File: config.mk
export PLATFORM = sky130hd
export DESIGN_NAME = sw_debounce4_flat
export DESIGN_NICKNAME = d
export VERILOG_FILES = /design/src/rtl/sw_debounce4_if.sv /design/src/rtl/sw_debounce4.sv /design/src/flat_wrapper.sv
export SDC_FILE = /design/constraint.sdc
export NUM_CORES = 1
export LEC_CHECK = 0
export CAP_MARGIN = 15
export CORE_UTILIZATION = 30
export DETAILED_ROUTE_END_ITERATION = 12
export PLACE_DENSITY_LB_ADDON = 0.3
export SYNTH_ARGS = -nofsm -noshare
export SYNTH_HDL_FRONTEND = slang
export SYNTH_SLANG_ARGS = --single-unit
File: constraint.sdc
create_clock -name clk -period 1.39 [get_ports clk]
set_clock_uncertainty 0.05 [all_clocks]
set_input_delay 0.139 -clock clk [delete_from_list [all_inputs] [get_ports clk]]
set_output_delay 0.139 -clock clk [all_outputs]
set_load 0.02 [all_outputs]
File: src/rtl/sw_debounce4_if.sv
// Bus between the debouncer and its user: raw switches and tick in,
// debounced levels and change strobe out.
interface sw_debounce4_if;
    logic [3:0] sw_in;
    logic       tick;
    logic       a;
    logic       b;
    logic       c;
    logic       d;
    logic       changed;
    logic [3:0] change_mask;

    modport master (
        output sw_in, tick,
        input  a, b, c, d, changed, change_mask
    );

    modport slave (
        input  sw_in, tick,
        output a, b, c, d, changed, change_mask
    );
endinterface

File: src/rtl/sw_debounce4.sv
// Four-channel switch debouncer: two-flop synchronizers, a STABLE/CHECK FSM
// and tick-qualified counter per channel, plus a registered change strobe.
module sw_debounce4 #(
    parameter int unsigned DEBOUNCE_CYCLES = 4
) (
    input  logic           clk,
    input  logic           rst,
    sw_debounce4_if.slave  bus
);
    localparam int unsigned NCH = 4;
    localparam int unsigned CW  = $clog2(DEBOUNCE_CYCLES) + 1;
    localparam logic [CW-1:0] CNT_LAST = CW'(DEBOUNCE_CYCLES - 1);

    typedef enum logic {
        STABLE = 1'b0,
        CHECK  = 1'b1
    } state_e;

    logic [NCH-1:0] sync1_q;
    logic [NCH-1:0] sync2_q;
    state_e         state_q [NCH];
    state_e         state_d [NCH];
    logic [CW-1:0]  cnt_q   [NCH];
    logic [CW-1:0]  cnt_d   [NCH];
    logic [NCH-1:0] out_q;
    logic [NCH-1:0] out_d;
    logic [NCH-1:0] accept_c;
    logic           changed_q;
    logic [NCH-1:0] mask_q;

    // Metastability guard: only sync2_q is seen by the channel logic.
    always_ff @(posedge clk) begin
        if (rst) begin
            sync1_q <= '0;
            sync2_q <= '0;
        end else begin
            sync1_q <= bus.sw_in;
            sync2_q <= sync1_q;
        end
    end

    // State register.
    always_ff @(posedge clk) begin
        if (rst) begin
            for (int i = 0; i < NCH; i++) begin
                state_q[i] <= STABLE;
                cnt_q[i]   <= '0;
            end
            out_q     <= '0;
            changed_q <= 1'b0;
            mask_q    <= '0;
        end else begin
            for (int i = 0; i < NCH; i++) begin
                state_q[i] <= state_d[i];
                cnt_q[i]   <= cnt_d[i];
            end
            out_q     <= out_d;
            changed_q <= |accept_c;
            mask_q    <= accept_c;
        end
    end

    // Next-state logic.
    always_comb begin
        for (int i = 0; i < NCH; i++) begin
            state_d[i] = state_q[i];
            case (state_q[i])
                STABLE: begin
                    if (sync2_q[i] != out_q[i]) state_d[i] = CHECK;
                end
                CHECK: begin
                    if (sync2_q[i] == out_q[i]) begin
                        state_d[i] = STABLE;
                    end else if (bus.tick && (cnt_q[i] == CNT_LAST)) begin
                        state_d[i] = STABLE;
                    end
                end
                default: state_d[i] = STABLE;
            endcase
        end
    end

    // Counter, level and acceptance logic; a bounce always clears the count.
    always_comb begin
        out_d    = out_q;
        accept_c = '0;
        for (int i = 0; i < NCH; i++) begin
            cnt_d[i] = '0;
            if ((state_q[i] == CHECK) && (sync2_q[i] != out_q[i])) begin
                if (!bus.tick) begin
                    cnt_d[i] = cnt_q[i];
                end else if (cnt_q[i] == CNT_LAST) begin
                    out_d[i]    = sync2_q[i];
                    accept_c[i] = 1'b1;
                end else begin
                    cnt_d[i] = cnt_q[i] + CW'(1);
                end
            end
        end
    end

    assign bus.a           = out_q[3];
    assign bus.b           = out_q[2];
    assign bus.c           = out_q[1];
    assign bus.d           = out_q[0];
    assign bus.changed     = changed_q;
    assign bus.change_mask = mask_q;
endmodule

File: src/flat_wrapper.sv
// flat-port wrapper written by rule: the top's interface ports become plain ports
module sw_debounce4_flat 
#(
    parameter int unsigned DEBOUNCE_CYCLES = 4
)
  (clk, rst, bus_sw_in, bus_tick, bus_a, bus_b, bus_c, bus_d, bus_changed, bus_change_mask);
  sw_debounce4_if bus_i ();
  input  logic clk;
  input  logic rst;
  input wire logic [$bits(bus_i.sw_in)-1:0] bus_sw_in;
  input wire logic [$bits(bus_i.tick)-1:0] bus_tick;
  output wire logic [$bits(bus_i.a)-1:0] bus_a;
  output wire logic [$bits(bus_i.b)-1:0] bus_b;
  output wire logic [$bits(bus_i.c)-1:0] bus_c;
  output wire logic [$bits(bus_i.d)-1:0] bus_d;
  output wire logic [$bits(bus_i.changed)-1:0] bus_changed;
  output wire logic [$bits(bus_i.change_mask)-1:0] bus_change_mask;
  assign bus_i.sw_in = bus_sw_in;
  assign bus_i.tick = bus_tick;
  assign bus_a = bus_i.a;
  assign bus_b = bus_i.b;
  assign bus_c = bus_i.c;
  assign bus_d = bus_i.d;
  assign bus_changed = bus_i.changed;
  assign bus_change_mask = bus_i.change_mask;
  sw_debounce4 #(.DEBOUNCE_CYCLES(DEBOUNCE_CYCLES)) u_core (.clk(clk), .rst(rst), .bus(bus_i));
endmodule
==> metrics.md <==
| Metric | Value |
|---|---|
| DRT iter0 DRCs | `18` |
| CTS Root Buffer Type | `clkbuf_8` |
| DRT Wirelength | `2302 um` |
| Total power | `1720 uW` |
| Max-slew headroom | `82.54%` |
| Switch share | `21.66%` |
| Combinational power share | `4.4%` |
| P_sw | `372.5 uW` |
| Total number of vias | `914` |
| Period utilisation layout | `91.23%` |
| Vias/cell | `4.502` |
| Synth warn | `0` |
| Most frequent cell after synthesis | `dfxtp_1` |
| Final net count | `163` |
| Top cells by area, synth | `dfxtp_1 (52%), nor2b_1 (7.9%), nor2_1 (4.1%)` |
| Critical-path cell list | `ha_1 -> and4b_1 -> a22oi_1 -> o221ai_1` |
| Seq pwr share | `56.2%` |
| DRC | `0` |
| GRT Total Usage | `12.38%` |
| Min-Delay Path Class | `primary input to flop` |
| Die W | `67.03 um` |
| CTS sink count | `33` |
| Fin Hold WS | `0.3583 ns` |
| TritonCTS buffer count | `5` |
| Power per cell area | `1083 mW/mm^2` |
| Shortest period the worst path allows | `1.268 ns` |
| CTS tree | `done` |
| Ports | `16` |
| CP bufs+invs | `0` |
| Die ar. | `0.004493 mm^2` |
| Aggregate negative setup slack | `0 ns` |
| Static leakage | `0.0007004 uW` |
| FMAX | `0.7886 GHz` |
| Initial antenna violation count | `0` |
| Maxcap violations | `0` |
| Starting Density | `31.49%` |
| Element type at the critical path end | `flop` |
| CP max stage delay | `0.33 ns` |
| Crit Path Category | `flop to flop` |
| Syn_nets | `139` |
| # setup viols final | `0` |
| Total gr overflow | `0` |
| # Post-CTS Setup Buffers | `0` |
| Post-synth top area share | `52.07%` |
| Syn avg cell area | `9.912 um^2` |
| FFs w/ async S/R, synth | `0%` |
| Levels on crit path | `4` |
| Area Overhead vs Synth | `25.15%` |
| Reg2reg path depth | `4` |
| Worst-path maximum fanout | `4` |
| Yosys top cell by area | `dfxtp_1` |
| H-tree depth | `2` |
| DIE HEIGHT | `67.03 um` |
| PortBufs | `15` |
| Worst path top cell family by delay | `flip-flops` |
| Mapped Area | `0.001269 mm^2` |
| Hold path depth | `2` |
| Synth top cells by count | `dfxtp_1 (33), nor2b_1 (16), nor2_1 (14)` |
| Synth Flop Type | `dfxtp_1` |
| Final antenna diode count | `0` |
| Post-synth EDFFs | `0` |
| CP Launch Type | `flop` |
| Synth Instances | `128` |
| DR WL/cell | `11.34 um` |
| Fill cells | `421` |
| Clock power share | `39.4%` |
| First-pass GRT wire length | `4022 um` |
| Number of global-route vias before repair | `908` |
| Number of buffers on the longest clock path | `2` |
| Worst-Margin Slew | `0.2611 ns` |
| Antenna violation net count after detailed routing | `0` |
| Largest net degree at the start of global routing | `16` |
| Slew Viols, Final | `0` |
| First-pass iteration count of the detailed router | `4` |
| DP HPWL | `1672 um` |
| Placed insts | `195` |
| Post-synthesis register bit count | `33` |
| Sequential share of the synthesized area | `52.07%` |
| Slowest CP cell | `dfxtp_1` |
| Clock Pin Slew Worst Setup and Hold Paths | `0.06 ns` |
| Internal power | `1347 uW` |
| Worst Path Arrival | `1.37 ns` |
| Netlist cell types | `24` |
| Final Non-Filler Cells | `203` |
| Worst EP required | `1.50 ns` |
| Area of the core | `0.004029 mm^2` |
| Peak supply drop | `0.6839 mV` |
| Hold Fails Final Rpt | `0` |
| Share of post-route cells with drive strength above 1 | `9.804%` |
| # rows | `23` |
| RSZ-0062 raised after global routing | `no` |
| Run status | `finished clean` |
| Latest clock arrival within the worst-skew pair | `0.28 ns` |
| GPL Wtd Cong | `0.7709` |
==> metal layers <==
layer	vias to the layer above	track usage, %	share of wire [%]
met5	-	0	0
met4	0	4.787	1.2
met3	3	5.308	4.9
met2	19	19.50	44
met1	419	14.64	49
li1	473	-	-
==> cells in the final DEF (no fill, tap or decap), drive strengths merged <==
cell type,count
a2111oi,1
a22oi,1
clkbuf,6
clkinv,2
clkdlybuf4s50,6
mux2i,4
o221ai,1
xor2,4
nor2b,16
dlymetal6s2s,2
nor2,14
dlygate4sd2,7
nand2b,7
buf,6
a21oi,7
a211o,1
nor3,2
a211oi,1
nand3b,4
inv,5
ha,4
nand2,11
dfxtp,33
nand4b,4
a31oi,1
and4b,3
==> sequential cells by signal, indices dropped and copies added, names as in the netlist <==
| register | count |
|---|---|
| u_core.sync2_q | 4 |
| u_core.state_q | 4 |
| u_core.bus.changed | 1 |
| u_core.cnt_q | 12 |
| u_core.out_q | 4 |
| u_core.sync1_q | 4 |
| u_core.bus.change_mask | 4 |
==> what timing repair did <==
action | in CTS | in global routing
gates cloned | 0 | 0
gates resized for setup | 7 | 2
endpoints found under the setup margin | 7 | 2
hold buffers | 0 | 0
==> worst paths after layout <==
kind / start / end / slack [ns]
min reg2reg: u_core.sync1_q[0]$_SDFF_PP0_ / u_core.sync2_q[0]$_SDFF_PP0_ / 0.40
max: u_core.cnt_q[2][0]$_SDFFE_PP0P_ / u_core.bus.changed$_SDFF_PP0_ / 0.12
max reg2reg: u_core.cnt_q[2][0]$_SDFFE_PP0P_ / u_core.bus.changed$_SDFF_PP0_ / 0.12
min: bus_sw_in[0] / u_core.sync1_q[0]$_SDFF_PP0_ / 0.36
==> cells by family after synthesis <==
family / Yosys count / share of synthesized area (%)
and+or+nand+nor: 61 / 27.22
DFF: 33 / 52.07
AOI/OAI and AO/OA: 13 / 7.989
buffers and inverters: 9 / 2.860
xor gates and xnor gates: 4 / 2.761
muxes: 4 / 3.156
adders and majority gates: 4 / 3.945
==> power groups by stage <==
stage / Sequential, uW / Clock [uW] / Combinational (uW)
detailed placement: 987 / 0 / 76.2
global placement: 987 / 0 / 73.9
CTS: 966 / 700 / 76.8
global route: 967 / 744 / 84.4
floorplan: 985 / 0 / 44.5
finish: 966 / 678 / 76.0
==> metrics by stage <==
step | worst slack, ns | cell area, um^2 | utilization (%)
after floorplan | 0.1434 | 1269 | -
after global placement | 0.001838 | 1509 | 37.45
after detailed placement | -0.04671 | 1509 | 37.45
after CTS | 0.01022 | 1583 | 39.29
after global routing | 0.05115 | 1588 | 39.41
final | 0.1219 | 1588 | 39.41
==> final cells by class <==
| type | instances | area (um^2) | area share (%) |
|---|---|---|---|
| sequential | 33 | 660.6 | 41.61 |
| clock buffer | 6 | 72.57 | 4.571 |
| inverter | 5 | 18.77 | 1.182 |
| tap | 50 | 62.56 | 3.940 |
| timing repair buffer | 21 | 191.4 | 12.06 |
| multi-input combinational | 86 | 571.8 | 36.01 |
| clock inverter | 2 | 10.01 | 0.6304 |
Power figures use the tool's default switching activity.
